===== config.mk =====
export PLATFORM = sky130hd
export DESIGN_NAME = pipe_stage_buffer
export DESIGN_NICKNAME = d
export VERILOG_FILES = /design/src/rtl/pipe_pkg.sv /design/src/rtl/sat_counter.sv /design/src/rtl/pipe_stage_buffer.sv
export SDC_FILE = /design/constraint.sdc
export NUM_CORES = 1
export LEC_CHECK = 0
export CAP_MARGIN = 15
export CORE_ASPECT_RATIO = 0.75
export CORE_UTILIZATION = 33
export DETAILED_ROUTE_END_ITERATION = 12
export PLACE_DENSITY = 0.56
export SETUP_SLACK_MARGIN = 0.5
export SLEW_MARGIN = 25
export SYNTH_ARGS = -nofsm -noshare
export SYNTH_HDL_FRONTEND = slang
export SYNTH_SLANG_ARGS = --single-unit

===== constraint.sdc =====
create_clock -name clock -period 5.65 [get_ports clock]
set_input_delay 1.13 -clock clock [delete_from_list [all_inputs] [get_ports clock]]
set_output_delay 1.13 -clock clock [all_outputs]
set_load 0.05 [all_outputs]

===== src/rtl/pipe_pkg.sv =====
// Shared definitions for elastic pipeline-boundary registers.
package pipe_pkg;

  typedef enum logic [1:0] {
    EMPTY = 2'd0,
    HALF  = 2'd1,
    FULL  = 2'd2
  } pipe_state_t;

  localparam int PIPE_CNT_W = 32;

endpackage


===== src/rtl/sat_counter.sv =====
// Saturating up-counter with synchronous clear; shared by the core's performance counters.
module sat_counter #(
  parameter int W = 32
) (
  input  logic         clock,
  input  logic         inc,
  input  logic         clear,
  output logic [W-1:0] count
);

  always_ff @(posedge clock) begin
    if (clear) begin
      count <= '0;
    end else if (inc && (count != {W{1'b1}})) begin
      count <= count + W'(1);
    end
  end

endmodule


===== src/rtl/pipe_stage_buffer.sv =====
// Elastic valid/ready stage register with hold, flush, optional two-entry skid and a
// saturating back-pressure counter.
module pipe_stage_buffer
  import pipe_pkg::*;
#(
  parameter int               WIDTH      = 32,
  parameter int               SKID       = 1,
  parameter logic [WIDTH-1:0] RESET_DATA = '0
) (
  input  logic                  clock,
  input  logic                  reset,
  input  logic                  hold,
  input  logic                  flush,
  input  logic                  in_valid,
  output logic                  in_ready,
  input  logic [WIDTH-1:0]      in_data,
  output logic                  out_valid,
  input  logic                  out_ready,
  output logic [WIDTH-1:0]      out_data,
  output logic [1:0]            occupancy,
  output logic [PIPE_CNT_W-1:0] stall_cycles
);

  logic push;
  logic pop;
  logic stall;

  assign push  = in_valid & in_ready;
  assign pop   = out_valid & out_ready & ~hold;
  assign stall = in_valid & ~in_ready;

  generate
    if (SKID != 0) begin : g_skid
      pipe_state_t      state;
      logic [WIDTH-1:0] main_q;
      logic [WIDTH-1:0] skid_q;

      // out_data always comes from main_q; skid_q only parks the second entry
      always_ff @(posedge clock) begin
        if (reset) begin
          state  <= EMPTY;
          main_q <= RESET_DATA;
          skid_q <= RESET_DATA;
        end else if (flush) begin
          state <= EMPTY;
        end else if (!hold) begin
          unique case (state)
            EMPTY: begin
              if (push) begin
                main_q <= in_data;
                state  <= HALF;
              end
            end
            HALF: begin
              if (push && pop) begin
                main_q <= in_data;
              end else if (push) begin
                skid_q <= in_data;
                state  <= FULL;
              end else if (pop) begin
                state <= EMPTY;
              end
            end
            FULL: begin
              if (pop) begin
                main_q <= skid_q;
                state  <= HALF;
              end
            end
            default: state <= EMPTY;
          endcase
        end
      end

      assign in_ready  = (state != FULL) & ~hold & ~flush & ~reset;
      assign out_valid = (state != EMPTY);
      assign out_data  = main_q;
      assign occupancy = state;
    end else begin : g_single
      logic             valid_q;
      logic [WIDTH-1:0] main_q;

      always_ff @(posedge clock) begin
        if (reset) begin
          valid_q <= 1'b0;
          main_q  <= RESET_DATA;
        end else if (flush) begin
          valid_q <= 1'b0;
        end else if (!hold) begin
          if (push) begin
            main_q  <= in_data;
            valid_q <= 1'b1;
          end else if (pop) begin
            valid_q <= 1'b0;
          end
        end
      end

      assign in_ready  = (~valid_q | out_ready) & ~hold & ~flush & ~reset;
      assign out_valid = valid_q;
      assign out_data  = main_q;
      assign occupancy = {1'b0, valid_q};
    end
  endgenerate

  sat_counter #(
    .W(PIPE_CNT_W)
  ) u_stall (
    .clock(clock),
    .inc  (stall),
    .clear(reset),
    .count(stall_cycles)
  );

endmodule


---- Yosys cells after proc, flatten, opt, wreduce, memory -nomap -nowiden ----
Cells that the tools add are included.
operators by class
  add/sub/neg operators ................... 1
  equality and inequality tests ........... 9
  multiplexer cells ....................... 10
  bitwise logic cells ..................... 12
  reduce and logical (&&, ||, !) cells .... 9
operators with widths
  operator                                       number
  two-way mux 32 bit                             3
  one-hot mux 32 bit (3 select lines)            1
  adder 32 x 1 -> 32 bit, second input constant  1
  != test 32 bit, second input constant          1
  two-way mux 2 bit                              5
  != test 2 bit, second input constant           5
  AND reduction 5 bit                            2
  AND 1 bit                                      7
  one-hot mux 2 bit (3 select lines)             1
  AND reduction 6 bit                            1
  NOT 1 bit                                      5
  != test 3 bit, second input constant           1
  nonzero test 3 bit                             1
  == test 2 x 1 -> 1 bit, second input constant  1
  == test 2 bit, second input constant           1
  logical AND 1 bit                              2
  zero test 2 bit                                1
  nonzero test 2 bit                             1
  OR reduction 2 bit                             1
storage, ports and cells
  bits in registers ....................... 98
  bits of input ports ..................... 38
  output and inout bits ................... 68

---- Depth between registers and ports, before layout ----
  depth in word-level cells ............... 8
  mapped depth ............................ 8

---- Modules after synthesis ----
From an unflattened synthesis, not the netlist that was laid out.
second synthesis, totals
  cell total of the unflattened synthesis .. 524
  area total of the unflattened synthesis .. 4694.5 sq um
by module, submodules not included
  module             times used  cells an instance  area an instance (sq um)  sequential area each (sq um)
  pipe_stage_buffer  1           325                3020.4                    1321.3
  sat_counter        1           199                1674.1                    640.6

---- Worst setup path after synthesis ----
Ideal clock, no wire load.
  kind .................................... input -> output
  start point ............................. input reset
  end point ............................... output in_ready
  arrival ................................. 2.065 ns
  required time ........................... 4.520 ns
  slack ................................... 2.455 ns
  stages .................................. 3
  cell sequence ........................... buf_2 nor3_1 and2_1
between the ends
  longest elaborated chain between the ends .. 2
ends and longest elaborated chain
  element          line                     RTL
  start, declared  pipe_stage_buffer.sv:11  input logic reset,
  NOT 1 bit        pipe_stage_buffer.sv:75  assign in_ready = (state != FULL) & ~hold & ~flush & ~reset;
  AND 1 bit        pipe_stage_buffer.sv:75
  end, declared    pipe_stage_buffer.sv:15  output logic in_ready,
Every way passes these cells.

---- Worst setup path in the final report ----
  start point ............................. input hold
  end point ............................... output in_ready
between the ends
  longest elaborated chain between the ends .. 4
ends and longest elaborated chain
  element                 line                     RTL
  start, declared         pipe_stage_buffer.sv:12  input logic hold,
  NOT 1 bit (no line)     -
  AND 1 bit (3 in a row)  pipe_stage_buffer.sv:75
Every way passes these cells.

==> flow_summary.yaml <==
run_status:
  run_status: "finished, final reports clean"
cells_and_area:
  drive_gt1_share_pct: 6.22
  postLayoutCoreUtil_pct: 46.5
  final_cells: 809
  diodes: 0
  final_cell_area_um2: 5850
  synthToLayoutAreaGrowth_pct: 34.1
  nets: 677
floorplan:
  die_area_um2: 13700
  core-area_um2: 12600
  io_pins: 106
  die_h_um: 102
  initial_core_util_pct: 34.7
  fp.dieW_um: 135
  rows: 35
global_routing:
  grt_first_pass_wirelength_mm: 19.4
  antenna_found_initial: 0
  grt_pass1_vias: 3837
  grt_usage_pct: 18.0
  overflow: 0
  grt_max_degree: 65
synth:
  synth_edf_count: 0
  ys_ff_latch: 98
  async_flop_share_pct: 0
  syn_nets: 596
  yosysTopAreaCell: "dfxtp_1"
  synthCells: 557
  synth.avg_cell_area_um2: 7.82
  synth.area.top_cells: "dfxtp_1, nand2_1, a311oi_1"
  synth_ff_type: "dfxtp_1"
  syn_area_um2: 4360
  seq_area_frac_synth_pct: 45.0
  netlist.area_leader.share_pct: 45.0
  ys_warn_count: 0
  synth.distinct_cells: 42
power_and_ir_drop:
  irDropWorstVdd_v: 0.000148
  power_density_nw_per_um2: 267
  power_mw: 1.56
  p_leak_nw: 1.92
min_path:
  min_from: "g_skid.skid_q[25]"
  min_path_cells: 2
  hold_class: "flip-flop to flip-flop"
  holdPathEnd: "g_skid.skid_q[25]"
sta:
  tightest_slew_ns: 0.746
  timing.fmax_mhz: 236
  slew_viol_final: 0
  skew_ns: 0.00604
  hold_viol_final: 0
  setup_slack_ns: 1.41
  setup-violations-final: 0
  finalSetupTns_ns: 0
  fin_hold_ws_ns: 0.454
  maxSlewHeadroom_pct: 50.0
  grt_setup_unrepaired: "no"
  finalCritPeriodShare_pct: 75.0
  min_period_ns: 4.24
critical_path:
  r2r_setup_slack_ns: 2.96
  cp-start-kind: "input pin"
  endpoint_kind: "output port"
  crit_type: "input pin to output port"
  path_max_fanout: 5
  rr_endpoint: "u_stall.count[19]"
  worstRegToRegCells: 6
  worstPathRequired_ns: 4.52
  r2r-start: "occupancy[0]"
  crit_arrival_ns: 3.11
placed_design:
  placed_cells_incl_taps: 793
  port-buffer-count: 105
  dp_hpwl_mm: 7.84
  dp_slack_ns: 1.42
  gp_congestion: 0.767
  dpl_cell_area_um2: 5500
flow_run:
  max-cap-violations: 0
clock_network:
  cts_tree: "done"
  path_clk_slew_ns: 0.06
  cts.repair.resized: 0
  hold_buffers: 0
  post-cts-setup-buffers: 0
  cts_buffer_depth: 2
  htree_levels: 3
  clkLatencyLatePin_ns: 0.33
  clkSinkCount: 98
  cts-buffers-inserted: 9
  cts-root-buf: "clkbuf_16"
route:
  ant_nets: 0
  via_count: 4263
  drc_errors: 0
  drtIter0Drc: 233
  wire_per_inst_um: 14.9
  first_pass_iters: 4
  drt-total-wl_mm: 12.1
  avgViaCountPerCell: 5.27
## sequential cells by signal, summed over array words and instances, names as in the netlist
register	count
occupancy	2
u_stall.count	32
out_data	32
g_skid.skid_q	32
## cells in the mapped netlist (2+ instances only)
| library cell | count |
|---|---|
| nand2_1 | 140 |
| dfxtp_1 | 98 |
| a21oi_1 | 55 |
| nor2_1 | 49 |
| a311oi_1 | 33 |
| clkbuf_1 | 29 |
| o21ai_0 | 16 |
| nand3_1 | 15 |
| or3_1 | 15 |
| nand4_1 | 11 |
| nor2b_1 | 9 |
| o31ai_1 | 9 |
| or4_1 | 9 |
| mux2_2 | 7 |
| and4_1 | 6 |
| buf_1 | 6 |
| nor3_1 | 6 |
| and2_1 | 5 |
| buf_2 | 5 |
| a211oi_1 | 3 |
| and3_1 | 3 |
| inv_1 | 3 |
| nor4_1 | 3 |
| or2_2 | 3 |
| nand2b_1 | 2 |
## power breakdown
part	switching, mW	total [mW]	internal [mW]
Combinational	0.0923	0.152	0.0594
Sequential	0.00855	0.711	0.703
Clock	0.263	0.696	0.433
Total	0.364	1.56	1.20
## critical path, cell delays in order
cell and delay [ns]:
clkdlybuf4s50_1 0.47, nor3_1 0.46, and2_1 0.23, clkdlybuf4s50_1 0.82
## worst max path at each step
stage	start	endpoint	slack [ns]	cells past startpoint
after floorplan	reset	in_ready	2.46	3
after global placement	hold	in_ready	1.45	4
after detailed placement	hold	in_ready	1.42	4
after CTS	hold	in_ready	1.42	4
after global routing	hold	in_ready	1.30	4
final	hold	in_ready	1.41	4
## cells by family after synthesis
kind of cell / Yosys count / synth area share, %
compound gates: 121 / 17.7
xor+xnor: 1 / 0.201
fa+ha+maj: 1 / 0.287
buf+inv: 45 / 4.28
flops: 98 / 45.0
mux: 8 / 2.04
simple gates: 283 / 30.5
## cell usage in the layout, fill, tap and decap left out, types with 11 or more instances in the layout
cell,Yosys,routed
clkdlybuf4s50_1,0,104
dfxtp_1,98,98
or3_1,15,15
o21ai_0,16,16
nor2_1,49,49
a21oi_1,55,55
a311oi_1,33,33
nand2_1,140,140
nand3_1,15,15
nand4_1,11,11
## final cells by class
class / instances / area, um^2
fill: 1193 / 6720
multi-input combinational: 414 / 2220
sequential: 98 / 1960
timing repair buffer: 112 / 1100
clock buffer: 9 / 225
tap: 166 / 208
clock inverter: 7 / 116
inverter: 3 / 11.3
## per-layer routing
| metal | up-vias | share of wire [%] | routed length (um) | GRT usage [%] |
|---|---|---|---|---|
| li1 | 2126 | - | - | - |
| met1 | 2011 | 50 | 6010 | 25.6 |
| met2 | 120 | 44 | 5310 | 26.8 |
| met3 | 6 | 5.3 | 640 | 4.20 |
| met4 | 0 | 0.82 | 99 | 5.45 |
| met5 | - | 0 | 0 | 0 |
No activity file was read; power rests on OpenSTA's default activity.
